===== src/rtl/i2c_bus_arbiter_if.sv =====
// Bundle of the two requester byte-command ports, the shared I2C master port and arbiter status.
// slave is the arbiter's view; master is the view of whatever drives the requesters and master.
interface i2c_bus_arbiter_if;
    logic       s0_req;
    logic [3:0] s0_cmd;
    logic [7:0] s0_wr_data;
    logic [7:0] s0_rd_data;
    logic       s0_done;
    logic       s1_req;
    logic [3:0] s1_cmd;
    logic [7:0] s1_wr_data;
    logic [7:0] s1_rd_data;
    logic       s1_done;
    logic       m_req;
    logic [3:0] m_cmd;
    logic [7:0] m_wr_data;
    logic [7:0] m_rd_data;
    logic       m_done;
    logic [1:0] gnt;
    logic       busy;
    logic       err_timeout;

    modport slave (
        input  s0_req, s0_cmd, s0_wr_data, s1_req, s1_cmd, s1_wr_data, m_rd_data, m_done,
        output s0_rd_data, s0_done, s1_rd_data, s1_done, m_req, m_cmd, m_wr_data,
        output gnt, busy, err_timeout
    );

    modport master (
        output s0_req, s0_cmd, s0_wr_data, s1_req, s1_cmd, s1_wr_data, m_rd_data, m_done,
        input  s0_rd_data, s0_done, s1_rd_data, s1_done, m_req, m_cmd, m_wr_data,
        input  gnt, busy, err_timeout
    );
endinterface


===== src/rtl/i2c_bus_arbiter.sv =====
// Round-robin arbiter sharing one byte-level I2C master between two requesters.
// Ownership spans a whole transaction; a watchdog reclaims the bus from a silent owner.
module i2c_bus_arbiter #(
    parameter logic [3:0]  STOP_MASK    = 4'b1000,
    parameter logic [15:0] IDLE_TIMEOUT = 16'd50_000
) (
    input logic              clk,
    input logic              rst_n,
    i2c_bus_arbiter_if.slave bus
);

    // Encoding doubles as the one-hot grant vector.
    typedef enum logic [1:0] {
        StIdle  = 2'b00,
        StLock0 = 2'b01,
        StLock1 = 2'b10
    } state_e;

    state_e      r_state, w_state_next;
    logic        r_last_owner, w_last_owner_next;
    logic [15:0] r_idle_cnt, w_idle_cnt_next;
    logic        r_err_timeout, w_err_timeout_next;

    logic        w_own_req;
    logic [3:0]  w_own_cmd;
    logic [7:0]  w_own_wr_data;
    logic        w_stop_done;
    logic        w_timeout;

    always_comb begin
        w_own_req     = 1'b0;
        w_own_cmd     = '0;
        w_own_wr_data = '0;
        case (r_state)
            StLock0: begin
                w_own_req     = bus.s0_req;
                w_own_cmd     = bus.s0_cmd;
                w_own_wr_data = bus.s0_wr_data;
            end
            StLock1: begin
                w_own_req     = bus.s1_req;
                w_own_cmd     = bus.s1_cmd;
                w_own_wr_data = bus.s1_wr_data;
            end
            default: begin
            end
        endcase
    end

    assign w_stop_done = bus.m_done && ((w_own_cmd & STOP_MASK) != 4'b0000);
    assign w_timeout   = !w_own_req && (r_idle_cnt == IDLE_TIMEOUT - 16'd1);

    always_comb begin
        w_state_next       = r_state;
        w_last_owner_next  = r_last_owner;
        w_idle_cnt_next    = '0;
        w_err_timeout_next = 1'b0;
        case (r_state)
            StIdle: begin
                // On a tie the requester that did not own the bus last wins.
                if (bus.s0_req && (!bus.s1_req || r_last_owner)) begin
                    w_state_next = StLock0;
                end else if (bus.s1_req) begin
                    w_state_next = StLock1;
                end
            end
            StLock0, StLock1: begin
                if (w_stop_done) begin
                    w_state_next      = StIdle;
                    w_last_owner_next = (r_state == StLock1);
                end else if (w_timeout) begin
                    w_state_next       = StIdle;
                    w_last_owner_next  = (r_state == StLock1);
                    w_err_timeout_next = 1'b1;
                end else if (!w_own_req) begin
                    w_idle_cnt_next = r_idle_cnt + 16'd1;
                end
            end
            default: w_state_next = StIdle;
        endcase
    end

    always_ff @(posedge clk or negedge rst_n) begin
        if (!rst_n) begin
            r_state       <= StIdle;
            r_last_owner  <= 1'b1;
            r_idle_cnt    <= '0;
            r_err_timeout <= 1'b0;
        end else begin
            r_state       <= w_state_next;
            r_last_owner  <= w_last_owner_next;
            r_idle_cnt    <= w_idle_cnt_next;
            r_err_timeout <= w_err_timeout_next;
        end
    end

    assign bus.m_req       = w_own_req;
    assign bus.m_cmd       = w_own_cmd;
    assign bus.m_wr_data   = w_own_wr_data;
    assign bus.s0_done     = (r_state == StLock0) && bus.m_done;
    assign bus.s1_done     = (r_state == StLock1) && bus.m_done;
    assign bus.s0_rd_data  = bus.m_rd_data;
    assign bus.s1_rd_data  = bus.m_rd_data;
    assign bus.gnt         = r_state;
    assign bus.busy        = |r_state;
    assign bus.err_timeout = r_err_timeout;

endmodule


===== src/flat_wrapper.sv =====
// flat-port wrapper written by rule: the top's interface ports become plain ports
module i2c_bus_arbiter_flat 
#(
    parameter logic [3:0]  STOP_MASK    = 4'b1000,
    parameter logic [15:0] IDLE_TIMEOUT = 16'd50_000
)
  (clk, rst_n, bus_s0_req, bus_s0_cmd, bus_s0_wr_data, bus_s1_req, bus_s1_cmd, bus_s1_wr_data, bus_m_rd_data, bus_m_done, bus_s0_rd_data, bus_s0_done, bus_s1_rd_data, bus_s1_done, bus_m_req, bus_m_cmd, bus_m_wr_data, bus_gnt, bus_busy, bus_err_timeout);
  i2c_bus_arbiter_if bus_i ();
  input logic clk;
  input logic rst_n;
  input wire logic [$bits(bus_i.s0_req)-1:0] bus_s0_req;
  input wire logic [$bits(bus_i.s0_cmd)-1:0] bus_s0_cmd;
  input wire logic [$bits(bus_i.s0_wr_data)-1:0] bus_s0_wr_data;
  input wire logic [$bits(bus_i.s1_req)-1:0] bus_s1_req;
  input wire logic [$bits(bus_i.s1_cmd)-1:0] bus_s1_cmd;
  input wire logic [$bits(bus_i.s1_wr_data)-1:0] bus_s1_wr_data;
  input wire logic [$bits(bus_i.m_rd_data)-1:0] bus_m_rd_data;
  input wire logic [$bits(bus_i.m_done)-1:0] bus_m_done;
  output wire logic [$bits(bus_i.s0_rd_data)-1:0] bus_s0_rd_data;
  output wire logic [$bits(bus_i.s0_done)-1:0] bus_s0_done;
  output wire logic [$bits(bus_i.s1_rd_data)-1:0] bus_s1_rd_data;
  output wire logic [$bits(bus_i.s1_done)-1:0] bus_s1_done;
  output wire logic [$bits(bus_i.m_req)-1:0] bus_m_req;
  output wire logic [$bits(bus_i.m_cmd)-1:0] bus_m_cmd;
  output wire logic [$bits(bus_i.m_wr_data)-1:0] bus_m_wr_data;
  output wire logic [$bits(bus_i.gnt)-1:0] bus_gnt;
  output wire logic [$bits(bus_i.busy)-1:0] bus_busy;
  output wire logic [$bits(bus_i.err_timeout)-1:0] bus_err_timeout;
  assign bus_i.s0_req = bus_s0_req;
  assign bus_i.s0_cmd = bus_s0_cmd;
  assign bus_i.s0_wr_data = bus_s0_wr_data;
  assign bus_i.s1_req = bus_s1_req;
  assign bus_i.s1_cmd = bus_s1_cmd;
  assign bus_i.s1_wr_data = bus_s1_wr_data;
  assign bus_i.m_rd_data = bus_m_rd_data;
  assign bus_i.m_done = bus_m_done;
  assign bus_s0_rd_data = bus_i.s0_rd_data;
  assign bus_s0_done = bus_i.s0_done;
  assign bus_s1_rd_data = bus_i.s1_rd_data;
  assign bus_s1_done = bus_i.s1_done;
  assign bus_m_req = bus_i.m_req;
  assign bus_m_cmd = bus_i.m_cmd;
  assign bus_m_wr_data = bus_i.m_wr_data;
  assign bus_gnt = bus_i.gnt;
  assign bus_busy = bus_i.busy;
  assign bus_err_timeout = bus_i.err_timeout;
  i2c_bus_arbiter #(.STOP_MASK(STOP_MASK), .IDLE_TIMEOUT(IDLE_TIMEOUT)) u_core (.clk(clk), .rst_n(rst_n), .bus(bus_i));
endmodule

===== config.mk =====
export PLATFORM = sky130hd
export DESIGN_NAME = i2c_bus_arbiter_flat
export DESIGN_NICKNAME = d
export VERILOG_FILES = /design/src/rtl/i2c_bus_arbiter_if.sv /design/src/rtl/i2c_bus_arbiter.sv /design/src/flat_wrapper.sv
export SDC_FILE = /design/constraint.sdc
export NUM_CORES = 1
export LEC_CHECK = 0
export CORE_MARGIN = 4
export CORE_UTILIZATION = 40
export DETAILED_ROUTE_END_ITERATION = 8
export PLACE_DENSITY = 0.87
export SLEW_MARGIN = 15
export SYNTH_ARGS = -nofsm -noshare
export SYNTH_HDL_FRONTEND = slang
export SYNTH_SLANG_ARGS = --single-unit

===== constraint.sdc =====
create_clock -name clk -period 2.3 [get_ports clk]
set_clock_uncertainty 0.1 [all_clocks]
set_input_delay 0.23 -clock clk [delete_from_list [all_inputs] [get_ports clk]]
set_output_delay 0.23 -clock clk [all_outputs]
set_load 0.05 [all_outputs]

**Yosys cells after proc, flatten, opt, wreduce, memory -nomap -nowiden**

Cells that the tools add are included.

- Word-level logic and storage cells: 41
- Input port bits: 37
- Register bits: 20
- Output and inout port bits: 35

- Reductions and logical operators: 14
- Muxes and demuxes: 17
- Add/subtract/negate cells: 1
- Eq/ne operators: 5

Operators with widths:

| kind | count |
|---|---|
| $mux 16 | 4 |
| $add 16x1->16 const B | 1 |
| $eq 16x16->1 const B | 1 |
| $pmux 8 s2 | 1 |
| $mux 2 | 4 |
| $pmux 4 s2 | 1 |
| $logic_and 1x1->1 | 5 |
| $mux 1 | 5 |
| $pmux 2 s2 | 1 |
| $reduce_and 2->1 | 2 |
| $reduce_or 2->1 | 2 |
| $ne 3x1->1 const B | 1 |
| $ne 3x2->1 const B | 1 |
| $eq 2x1->1 const B | 1 |
| $eq 2x2->1 const B | 1 |
| $logic_not 1->1 | 2 |
| $logic_not 2->1 | 1 |
| $pmux 1 s2 | 1 |
| $reduce_bool 2->1 | 1 |
| $logic_or 1x1->1 | 1 |

**Logic depth before layout (Yosys ltp)**

- Depth after elaboration: 7
- Gate-level depth with buffers: 9
- Mapped depth without buffers: 7

**Least setup slack after synthesis**

OpenSTA, ideal clock, no wires.

- Path type: reg-to-output
- Start: reg u_core.r_state[1], in the netlist u_core.bus.gnt[1]
- End: out bus_m_cmd[0]
- Path slack: -135 ps
- Cell stages (with the launch flop): 5
- Path buffers: 1
- Data required time: 1970 ps
- Arrival time: 2105 ps
- Cell sequence: dfrtp_1 inv_1 ha_1 clkbuf_1 nor2b_1

- Longest elaborated chain between the ends: 2
- Elaborated cells between the ends (all ways): 3
- Classes of those cells: 2 x eq/ne; 1 x mux

Ends and longest elaborated chain:

| item | RTL line | source |
|---|---|---|
| from (decl) | i2c_bus_arbiter.sv:19 | `state_e r_state, w_state_next;` |
| from (signal assigned) | i2c_bus_arbiter.sv:85 | `r_state <= StIdle;` |
| from (signal assigned) | i2c_bus_arbiter.sv:90 | `r_state <= w_state_next;` |
| $eq 2x2->1 / $eq 2x1->1 (equally long branches) | i2c_bus_arbiter.sv:34 | `case (r_state)` |
| $pmux 4 s2 * | i2c_bus_arbiter.sv:34 |  |
| to (decl) | flat_wrapper.sv:24 | `output wire logic [$bits(bus_i.m_cmd)-1:0] bus_m_cmd;` |

Mark *: on every way between the ends. The rest lies on a longest branch, timed or not.

**Final worst setup path**

- Start: reg u_core.r_state[1], in the netlist u_core.bus.gnt[1]
- End: out bus_m_wr_data[7]

- Longest elaborated chain between the ends: 2
- Elaborated cells between the ends (all ways): 3
- Classes of those cells: 2 x eq/ne; 1 x mux

Ends and longest elaborated chain:

| item | RTL line | source |
|---|---|---|
| $eq 2x2->1 / $eq 2x1->1 (equally long branches) | i2c_bus_arbiter.sv:34 |  |
| $pmux 8 s2 * | i2c_bus_arbiter.sv:34 |  |
| to (decl) | flat_wrapper.sv:25 | `output wire logic [$bits(bus_i.m_wr_data)-1:0] bus_m_wr_data;` |

Marks and branches as above.

==> impl_metrics.yaml <==
layout:
  final_common_cell: "clkdlybuf4s50_1"
  layout_common_cells: "clkdlybuf4s50_1, dfrtp_1, nor2_1"
  fillCellCount: 275
  fin_nets: 225
  drive_gt1_share_pct: 25.68
  diodes: 0
  area_growth_pct: 45.46
  final_cell_area_um2: 2046
sta:
  max_freq_ghz: 0.4697
  hold_violations: 0
  setup_viol: 0
  max_slew.worst_pin.slew_ns: 0.5564
  setup_slack_ns: 0.1711
  finalSetupTns_ns: 0
  slew_viol_final: 0
  rsz0062_at_grt: "false"
  slew_headroom_pct: 62.79
  post-route-min-period_ns: 2.129
  final.period_utilization_pct: 92.56
synthesis:
  synthAdderAreaFrac_pct: 3.559
  synth_top_area_share_pct: 33.81
  avgSynthCellArea_um2: 9.439
  syn_nets: 190
  yosysUniqueCellTypes: 36
  synth_area_um2: 1406
  yosys.area_share.simple_pct: 26.78
  synth_area_leaders: "dfrtp_1, buf_4, a22oi_1, nor2b_1, nor2_1"
  ys_ff_latch: 20
  synth_largest_area_cell: "dfrtp_1"
  ys_seq_area_share_pct: 35.68
  synthMuxAreaShare_pct: 1.068
  synth-compound-area-share_pct: 11.92
  synth_warnings: 0
  synth_cells: 149
  synth_xor_area_share_pct: 8.719
  synth_top_family_by_area: "simple AND/OR/NAND/NOR gates"
place:
  place_ws_ns: 0.2010
  numPortBuffers: 47
  placement.cell_area_um2: 1986
  dp_hpwl_um: 2878
  place_congestion: 0.8285
worst_setup_path:
  slowest_delay_ns: 0.44
  end_kind: "output port"
  cp-startpoint: "u_core.bus.gnt[1]"
  r2r_start: "u_core.bus.gnt[1]"
  critPathLaunchType: "flop"
  crit_arrival_ns: 1.80
  path_max_fanout: 13
  rrSetupSlack_ns: 0.19
  worst_path_max_delay_cell: "dfrtp_1"
  path_class: "flop to output port"
  worstPathCellList: "inv_1, ha_1, buf_4, nor2b_1, buf_12"
  reg2regPathDepth: 7
  required_ns: 1.97
cts:
  path_clk_slew_ns: 0.12
  postCtsSetupBuffers: 0
  ctsResizeCount: 0
  cts-root-buf: "clkbuf_4"
  cts_tree: "built"
  cts_inserted_buffers: 3
  max-clock-path-buffers: 2
  numClockSinks: 20
  cts_max_level: 1
  ctsHoldBuffers: 0
  clock_latency_ns: 0.30
global_routing:
  grt_max_degree: 16
  antenna_found_initial: 0
  grt_pass1_wl_um: 5520
  grt_usage_pct: 16.11
  grt_pass1_vias: 1156
  overflow: 0
drt:
  postRouteAntennaNets: 0
  drtIter0Drc: 74
  drc: 0
  dr.pass1.iters: 4
  avgViaCountPerCell: 5.000
  routedWlPerCell_um: 15.86
  dr_total_vias: 1145
  wirelength_um: 3632
floorplanning:
  io_pins: 72
  core_area_um2: 3363
  row_count: 21
  initial_core_util_pct: 41.82
  die_w_um: 67.30
  dieArea_um2: 4529
  die_h_um: 67.30
power_and_ir_drop:
  irDropWorstVdd_mv: 0.4064
  p_per_area_nw_per_um2: 1111
  p_leak_nw: 0.8200
run_status:
  status: "complete, no violations"
worst_hold_path:
  holdCritPathClass: "input port to async pin"
run:
  max_cap_viol_count: 0
[sequential cells by signal, indices dropped and copies added (netlist names)]
| register | flops |
|---|---|
| u_core.bus.gnt | 2 |
| u_core.bus.err_timeout | 1 |
| u_core.r_last_owner | 1 |
| u_core.r_idle_cnt | 16 |
[kinds of logic after synthesis]
group | count (synthesis)
AND/OR/NAND/NOR | 62
buffers and inverters | 26
AO/OA/AOI/OAI | 22
XOR/XNOR | 14
multiplexers | 1
flip-flops | 20
adder cells (fa/ha/maj) | 4
[layout make-up]
class	instances	area, µm²	area share [%]
Clock inverter	1	30.03	1.468
Sequential cell	20	501.7	24.53
Timing Repair Buffer	51	653.1	31.93
Clock buffer	3	22.52	1.101
Tap cell	46	57.56	2.813
Inverter	5	18.77	0.9174
Multi-Input combinational cell	103	762.0	37.25
[report_power, final]
part | internal [W] | total [W] | leakage [nW] | switching, W
clock network | 0.000176 | 0.000285 | 0.0279 | 0.000109
registers | 0.000399 | 0.000437 | 0.272 | 0.0000384
logic | 0.000672 | 0.00155 | 0.520 | 0.000880
[worst paths after layout]
check | to
worst max-delay path | bus_m_wr_data[7]
worst min-delay path | u_core.r_idle_cnt[5]
worst max register to register | u_core.r_idle_cnt[13]
worst min register to register | u_core.r_idle_cnt[0]
max in group asynchronous | u_core.r_last_owner
min in group clk | bus_s1_rd_data[0]
[cell usage after synthesis]
| cell type | instances |
|---|---|
| a22oi_1 | 12 |
| a31oi_2 | 1 |
| nand2_1 | 7 |
| nand3_1 | 6 |
| nor2_1 | 18 |
| a21oi_1 | 2 |
| mux2_4 | 1 |
| xnor2_1 | 7 |
| clkbuf_1 | 3 |
| and3_2 | 1 |
| and4_1 | 3 |
| nor3_1 | 1 |
| o21ai_2 | 1 |
| nand2_2 | 1 |
| o22ai_1 | 1 |
| a22o_1 | 2 |
| nor4_4 | 1 |
| and2b_1 | 1 |
| nand4bb_4 | 1 |
| buf_6 | 2 |
| dfstp_2 | 1 |
| nand2b_1 | 1 |
| a22oi_2 | 1 |
| nor2b_1 | 13 |
| buf_4 | 16 |
| nor4_2 | 1 |
| nand4_1 | 1 |
| inv_1 | 5 |
| xor2_1 | 7 |
| and2b_2 | 1 |
| o21ai_0 | 2 |
| and3_4 | 1 |
| dfrtp_1 | 19 |
| and2_1 | 2 |
| ha_1 | 4 |
| and3_1 | 2 |
[worst max-delay path: cells and delay by family, from the launching register on]
family | cells | cell delay, ns
buffers and inverters | 3 | 0.48
flip-flops | 1 | 0.44
adder cells (fa/ha/maj) | 1 | 0.34
AND/OR/NAND/NOR | 1 | 0.24
[stage by stage]
stage                     total power [W]  cells  hold slack (ns)  utilization, %
after floorplan                  0.001440    149          -0.1656               -
after global placement           0.001930    225           0.3605           59.04
after detailed placement         0.001975    225           0.3605           59.04
after CTS                        0.002277    229           0.1861           60.60
after global routing             0.002371    229           0.1875           60.83
final                            0.002273    229           0.1778           60.83
[layer usage]
layer  share of wire [%]  routed length [µm]  up-vias  global-route usage, %
met5                   0                   0        -                      0
met4                0.47                  17        0                  4.304
met3                 2.9                 104        2                  2.329
met2                  56                2047       27                  29.45
met1                  40                1462      553                  19.55
li1                    -                   -      563                      -
No activity file was read; power rests on OpenSTA's default activity.
